[src/rtl/recursion_pkg.sv]
// Shared definitions for the recursion frame stack: flag encodings and frame layout.
package recursion_pkg;

    localparam int FLAG_W = 2;

    localparam logic [FLAG_W-1:0] FLG_CALL = 2'b00;
    localparam logic [FLAG_W-1:0] FLG_INIT = 2'b01;
    localparam logic [FLAG_W-1:0] FLG_RET0 = 2'b10;
    localparam logic [FLAG_W-1:0] FLG_RET1 = 2'b11;

    // Frame layout for the default 8-bit datapath; wider datapaths use frame_w().
    localparam int DW_DEF  = 8;
    localparam int FRAME_W = FLAG_W + 2 * DW_DEF;

    typedef struct packed {
        logic [FLAG_W-1:0] flag;
        logic [DW_DEF-1:0] m;
        logic [DW_DEF-1:0] n;
    } frame_t;

    function automatic int frame_w(input int dw);
        return FLAG_W + 2 * dw;
    endfunction

endpackage

[src/rtl/stack_mem.sv]
// Frame storage: one synchronous write port, one asynchronous read port, contents not reset.
module stack_mem #(
    parameter int W     = 18,
    parameter int DEPTH = 16,
    parameter int AW    = $clog2(DEPTH)
) (
    input  logic          clk,
    input  logic          i_we,
    input  logic [AW-1:0] i_waddr,
    input  logic [W-1:0]  i_wdata,
    input  logic [AW-1:0] i_raddr,
    output logic [W-1:0]  o_rdata
);

    logic [W-1:0] r_mem [0:DEPTH-1];

    always_ff @(posedge clk) begin
        if (i_we) begin
            r_mem[i_waddr] <= i_wdata;
        end
    end

    assign o_rdata = r_mem[i_raddr];

endmodule

[src/rtl/recursion_stack.sv]
// LIFO frame store for the recursion controller: pointer, sticky errors and depth watermark.
module recursion_stack
    import recursion_pkg::*;
#(
    parameter  int DW    = 8,
    parameter  int DEPTH = 16,
    localparam int AW    = $clog2(DEPTH)
) (
    input  logic              clk,
    input  logic              rst,
    input  logic              clr,
    input  logic              push,
    input  logic              pop,
    input  logic              top,
    input  logic [FLAG_W-1:0] flag_in,
    input  logic [DW-1:0]     din_m,
    input  logic [DW-1:0]     din_n,
    output logic [FLAG_W-1:0] flag_out,
    output logic [DW-1:0]     dout_m,
    output logic [DW-1:0]     dout_n,
    output logic              empty,
    output logic              full,
    output logic [AW:0]       depth,
    output logic [AW:0]       max_depth,
    output logic              ovf,
    output logic              udf
);

    localparam int          W_FRAME = FLAG_W + 2 * DW;
    localparam logic [AW:0] SP_FULL = (AW+1)'(DEPTH);
    localparam logic [AW:0] SP_ONE  = (AW+1)'(1);

    logic [AW:0]        r_sp;
    logic [AW:0]        r_max;
    logic               r_ovf;
    logic               r_udf;

    logic [AW:0]        w_sp_nxt;
    logic               w_we;
    logic [AW-1:0]      w_waddr;
    logic [AW-1:0]      w_raddr;
    logic [W_FRAME-1:0] w_rdata;
    logic               w_ovf_set;
    logic               w_udf_set;
    logic               w_empty;
    logic               w_full;

    assign w_empty = (r_sp == '0);
    assign w_full  = (r_sp == SP_FULL);
    // At sp==DEPTH the low bits are zero, so the AW-bit decrement still lands on DEPTH-1.
    assign w_raddr = r_sp[AW-1:0] - AW'(1);

    always_comb begin
        w_sp_nxt  = r_sp;
        w_we      = 1'b0;
        w_waddr   = r_sp[AW-1:0];
        w_ovf_set = 1'b0;
        w_udf_set = 1'b0;
        if (clr) begin
            w_sp_nxt = '0;
        end else begin
            if (push && pop) begin
                w_we = 1'b1;
                if (w_empty) begin
                    w_waddr   = '0;
                    w_sp_nxt  = SP_ONE;
                    w_udf_set = 1'b1;
                end else begin
                    w_waddr = w_raddr;
                end
            end else if (push) begin
                if (w_full) begin
                    w_ovf_set = 1'b1;
                end else begin
                    w_we     = 1'b1;
                    w_sp_nxt = r_sp + SP_ONE;
                end
            end else if (pop) begin
                if (w_empty) begin
                    w_udf_set = 1'b1;
                end else begin
                    w_sp_nxt = r_sp - SP_ONE;
                end
            end
            if (top && w_empty) begin
                w_udf_set = 1'b1;
            end
        end
    end

    always_ff @(posedge clk or negedge rst) begin
        if (!rst) begin
            r_sp  <= '0;
            r_max <= '0;
            r_ovf <= 1'b0;
            r_udf <= 1'b0;
        end else begin
            r_sp <= w_sp_nxt;
            if (w_sp_nxt > r_max) begin
                r_max <= w_sp_nxt;
            end
            if (clr) begin
                r_ovf <= 1'b0;
                r_udf <= 1'b0;
            end else begin
                r_ovf <= r_ovf | w_ovf_set;
                r_udf <= r_udf | w_udf_set;
            end
        end
    end

    stack_mem #(
        .W     (W_FRAME),
        .DEPTH (DEPTH),
        .AW    (AW)
    ) u_mem (
        .clk     (clk),
        .i_we    (w_we),
        .i_waddr (w_waddr),
        .i_wdata ({flag_in, din_m, din_n}),
        .i_raddr (w_raddr),
        .o_rdata (w_rdata)
    );

    always_comb begin
        flag_out = '0;
        dout_m   = '0;
        dout_n   = '0;
        if (!w_empty) begin
            {flag_out, dout_m, dout_n} = w_rdata;
        end
    end

    assign empty     = w_empty;
    assign full      = w_full;
    assign depth     = r_sp;
    assign max_depth = r_max;
    assign ovf       = r_ovf;
    assign udf       = r_udf;

endmodule

[config.mk]
export PLATFORM = sky130hd
export DESIGN_NAME = recursion_stack
export DESIGN_NICKNAME = d
export VERILOG_FILES = /design/src/rtl/recursion_pkg.sv /design/src/rtl/stack_mem.sv /design/src/rtl/recursion_stack.sv
export SDC_FILE = /design/constraint.sdc
export NUM_CORES = 1
export LEC_CHECK = 0
export ABC_AREA = 1
export CAP_MARGIN = 30
export CORE_ASPECT_RATIO = 0.7
export CORE_MARGIN = 5
export CORE_UTILIZATION = 45
export CTS_CLUSTER_DIAMETER = 60
export DETAILED_ROUTE_END_ITERATION = 10
export PLACE_DENSITY = 0.73
export SETUP_SLACK_MARGIN = 0.3
export SYNTH_ARGS = -nofsm -noshare
export SYNTH_HDL_FRONTEND = slang
export SYNTH_SLANG_ARGS = --single-unit
[constraint.sdc]
create_clock -name clk -period 3.54 [get_ports clk]
set_clock_uncertainty 0.15 [all_clocks]
set_input_delay 1.062 -clock clk [delete_from_list [all_inputs] [get_ports clk]]
set_output_delay 1.062 -clock clk [all_outputs]
set_load 0.02 [all_outputs]
Word level (Yosys, flattened, before mapping)
Memory sizes are Yosys's and may differ from the RTL's. Cells that the tools add are included.

Logic and storage cells: 46. Output and inout port bits: 32. Flip-flop bits (word level): 12. Memory bits (writable): 288. Memories kept: 1.

Memory list: u_mem.r_mem (words 16, bits a word 18, read ports 1, clocked after Yosys merged registers in 0, wr ports 1, RTL line stack_mem.sv:15) `logic [W-1:0] r_mem [0:DEPTH-1];`.

$lt $le $gt $ge: 1. Reduce and logical (&&, ||, !) cells: 3. Add/subtract/negate cells: 3. Bitwise operators: 2. Eq/ne operators: 1. Mux-type cells: 31.

Operators by type and width (count): 2-to-1 mux 5 bit (7); 2-to-1 mux 1 bit (18); 2-to-1 mux 8 bit (2); 2-to-1 mux 4 bit (3); adder 5 x 1 -> 5 bit, second input constant (1); equality test 5 bit, second input constant (1); greater-than comparator 5 bit (1); zero test 5 bit (1); subtractor 5 x 1 -> 5 bit, second input constant (1); subtractor 4 x 1 -> 4 bit, second input constant (1); logical AND 1 bit (2); 2-to-1 mux 2 bit (1); OR 1 bit (2).

Logic depth before layout (Yosys ltp)
Depth after elaboration: 9. Depth in mapped cells: 23. Depth with buffers taken out: 19.

Modules after synthesis
Synthesis repeated with hierarchy kept, for this count alone.

Cells, all modules: 1370. Area total of the unflattened synthesis: 13606.8 um2.

By module, submodules not included: stack_mem (seq. area each 8648.3 um2, area an instance 12401.9 um2, cells an instance 1185, instances 1); recursion_stack (seq. area each 300.3 um2, area an instance 1204.9 um2, cells an instance 185, instances 1).

Worst setup path after synthesis
No wires, ideal clock.

Kind: reg-to-reg. From: register r_sp[0] (netlist: depth[0]). To: memory u_mem.r_mem[14][0], enable pin. Stages on the path, launching flop included: 14. Buffers on the path: 5. Setup time: 0.392 ns. Period minus slack after synthesis: 3.763 ns. Path slack: -0.223 ns. Arrival time: 3.221 ns. Data required time: 2.998 ns. Cells stage by stage: dfrtp_1 buf_2 inv_2 buf_4 buf_6 buf_2 ha_1 nand3_2 clkbuf_1 ha_1 or2_1 o21ai_2 nand3_2 nor2_1.

Word-level cells in the longest chain between the ends: 7. Elaborated cells between the ends (all ways): 12. Classes of those cells: 1 x add/sub; 1 x eq/ne; 9 x mux; 1 x reduce/logical.

RTL lines: start: declaration (RTL line recursion_stack.sv:33) `logic [AW:0] r_sp;`; start signal: assignment (RTL line recursion_stack.sv:98) `r_sp <= w_sp_nxt;`; equality test 5 bit (RTL line recursion_stack.sv:49) `assign w_full = (r_sp == SP_FULL);`; 2-to-1 mux 1 bit (RTL line recursion_stack.sv:72) `if (w_full) begin`; 2-to-1 mux 1 bit (RTL line recursion_stack.sv:71) `end else if (push) begin`; 2-to-1 mux 1 bit (RTL line recursion_stack.sv:62) `if (push && pop) begin`; 2-to-1 mux 1 bit (RTL line recursion_stack.sv:59) `if (clr) begin`; 2-to-1 mux 1 bit (RTL line stack_mem.sv:18) `if (i_we) begin`; 2-to-1 mux 1 bit (implied by the code) (RTL line stack_mem.sv:19) `r_mem[i_waddr] <= i_wdata;`; end: declaration (RTL line stack_mem.sv:15).

Parallel ways exist; a longest one is shown, timed or not.

Final worst setup path
From: register r_sp[0] (netlist: depth[0]). To: output port flag_out[1].

Word-level cells in the longest chain between the ends: 3. Elaborated cells between the ends (all ways): 4. Classes of those cells: 1 x add/sub; 1 x mux; 1 x reduce/logical; 1 x memory.

RTL lines: subtractor 4 x 1 -> 4 bit (RTL line recursion_stack.sv:51) `assign w_raddr = r_sp[AW-1:0] - AW'(1);`; memory read (16 x 18 bit); 2-to-1 mux 2 bit (*) (RTL line recursion_stack.sv:129) `if (!w_empty) begin`; end: declaration (RTL line recursion_stack.sv:18) `output logic [FLAG_W-1:0] flag_out,`.

Mark *: on every way between the ends. The rest lies on a longest branch, timed or not.

==> impl_metrics.tcl <==
set metrics [dict create \
    hold_buffers 0 \
    vias_per_cell 5.81 \
    maxCapViolations 0 \
    vias 9334 \
    clock-sinks 300 \
    status "finished with violations" \
    hold_viol_final 0 \
    cpMaxStageDelayCell "dfrtp_4" \
    ir_drop_mv 0.408 \
    drc 0 \
    ys_ff_latch 300 \
    ys_seq_area_frac 0.708 \
    max-clock-path-buffers 3 \
    min_period_ns 3.61 \
    ys_types 31 \
    track_usage 0.222 \
    hold_depth 2 \
    synthFlopType "edfxtp_1" \
    gp_congestion 0.825 \
    dieArea_sq_um 31600 \
    grt_pass1_wl_mm 53.3 \
    grt_overflow 0 \
    drt_iter0_drc 1330 \
    area_growth_syn_to_layout_pct 31.7 \
    leakagePower_nw 6.14 \
    path_cells "inv_4 -> ha_4 -> xor2_4 -> buf_6 -> inv_16 -> buf_12 -> nand3_2 -> nand2_2 -> a21oi_4 -> nor2_4 -> buf_6" \
    die_w_um 210 \
    nets 1248 \
    antenna_found_initial 1 \
    crit_arrival_ns 2.40 \
    syn-num-nets 1131 \
    period_share 1.02 \
    power_density_nw_per_um2 650 \
    tritoncts "built" \
    worstSetupStartpointType "flip-flop" \
    cts_max_level 1 \
    antenna_cells 0 \
    initial_core_util 0.455 \
    firstDrtPassIters 6 \
    worst-path-max-fanout 8 \
    worst_hold_path_type "flip-flop to flip-flop" \
    antenna_left 0 \
    whs_ns 0.352 \
    r2r.worst_path.cells 22 \
    post_dp_cell_area_sq_um 14400 \
    cpPeakStageDelay_ns 0.49 \
    postSynthCellCount 1099 \
    cp-end-kind "primary output" \
    synthArstFlopShare 0.0400 \
    numCtsBuffers 27 \
    clk_root_buffer_cell "clkbuf_16" \
    drive_gt1_frac 0.277 \
    die_y_um 150 \
    portBuffers 55 \
    worst_skew_pair.late_latency_ns 0.53 \
    finalSetupViolations 18 \
    crit_path_frequent_cell "buf_6" \
    core_sq_um 27800 \
    slew_violations 0 \
    wl_per_cell_um 24.0 \
    max_freq_mhz 277 \
    violations "setup timing" \
    critical_path_class "flip-flop to primary output" \
    grt_pass1_vias 8562 \
    final_util 0.600 \
    worst_slew_pin_slew_ns 0.749 \
    dpl.hpwl_mm 18.0 \
    setup_tns_ns -0.625 \
    grt_max_degree 76 \
    pin_count 56 \
    dp_slack_ns -0.0786 \
    syn_avg_cell_area_sq_um 11.5 \
    synthesis.area_sq_um 12600 \
    num_rows 51 \
    synth_edf_count 288 \
    maxSlewHeadroom 0.499 \
    ys_warn_count 0 \
    routed_wl_mm 38.6 \
    rsz0062_at_grt "true" \
    worst_slack_ns -0.0716 \
    cp.required_ns 2.33 \
    clk_pin_slew_worst_paths_ns 0.06 \
    final_area_sq_um 16600 \
]
worst max-delay path: cells and delay by family (launching register included):
kind | cells | cell delay (ns)
xor+xnor | 1 | 0.22
simple gates | 3 | 0.23
compound gates | 1 | 0.17
buf+inv | 5 | 0.59
flops | 1 | 0.49
fa+ha+maj | 1 | 0.16
per-stage QoR:
step,power (mW),instances
after global placement,6.84,1526
after CTS,10.4,1597
after detailed placement,6.87,1526
after floorplan,5.83,1099
after global routing,11.2,1607
final,10.8,1607
Yosys cell counts (all sizes together) (4+ instances only):
cell / instances / area, sq um
buf: 53 / 308
clkbuf: 12 / 45.0
nand3: 223 / 1150
nor2: 45 / 188
xor2: 4 / 42.6
dfrtp: 12 / 300
ha: 8 / 100
o21ai: 12 / 67.6
edfxtp: 288 / 8650
inv: 30 / 115
a21oi: 64 / 332
nand2: 343 / 1300
placed cells by master (no fill, tap or decap), types with 25 or more instances in the layout:
cell type          n
clkbuf_16         33
buf_12            30
nand2_2           31
nand2_1          308
edfxtp_1         288
clkdlybuf4s50_1   32
a21oi_1           25
nand3_2           48
inv_1             25
buf_4             40
nand3_1          167
state kept, by name (all words and copies together), names as in the netlist:
name         cells
ovf              1
u_mem.r_mem    288
depth            5
max_depth        5
udf              1
metal layers:
layer	track usage	routed length, um	vias to the layer above
li1	-	-	4086
met1	0.327	15200	4481
met2	0.340	17600	659
met3	0.0458	4550	106
met4	0.0590	1270	2
met5	0	14	-
power breakdown:
part	switching, mW	leakage [nW]	internal, mW
clock	1.29	0.411	1.55
sequential	0.0448	2.75	4.00
combinational	2.35	2.97	1.59
final cells by class:
class                   count  area, sq um
multi-input cells         704         4110
fillers                  2034        11100
repair buffers            152         2110
well taps                 371          464
clock buffers              31          691
inverters                  30          151
repair inverters            1         8.76
flip-flops and latches    300         8950
clock inverters            18          148
path summary, 6_finish.rpt:
kind / startpoint / endpoint / slack (ns)
min in group asynchronous: rst / depth[3]$_DFF_PN0_ / 0.75
worst min-delay path: ovf$_DFF_PN0_ / ovf$_DFF_PN0_ / 0.35
worst max register to register: depth[0]$_DFF_PN0_ / max_depth[2]$_DFFE_PN0N_ / 0.48
max in group asynchronous: rst / depth[0]$_DFF_PN0_ / 2.05
worst max-delay path: depth[0]$_DFF_PN0_ / flag_out[1] / -0.07
worst min register to register: ovf$_DFF_PN0_ / ovf$_DFF_PN0_ / 0.35
repair_timing:
action / in CTS / in global routing
endpoints found under the setup margin: 21 / 24
gates resized for setup: 218 / 68
pin swaps: 29 / 22
setup buffers: 11 / 2
gates cloned: 11 / 8
cell families (layout without fill, tap and decap cells):
| kind of cell | Yosys count | after routing | synth area share |
|---|---|---|---|
| buffers and inverters | 95 | 232 | 0.0370 |
| xor gates and xnor gates | 4 | 4 | 0.00337 |
| adders and majority gates | 8 | 8 | 0.00792 |
| AOI/OAI and AO/OA | 78 | 78 | 0.0327 |
| DFF | 300 | 300 | 0.708 |
| and+or+nand+nor | 614 | 614 | 0.211 |
(Power assumes the default switching activity.)
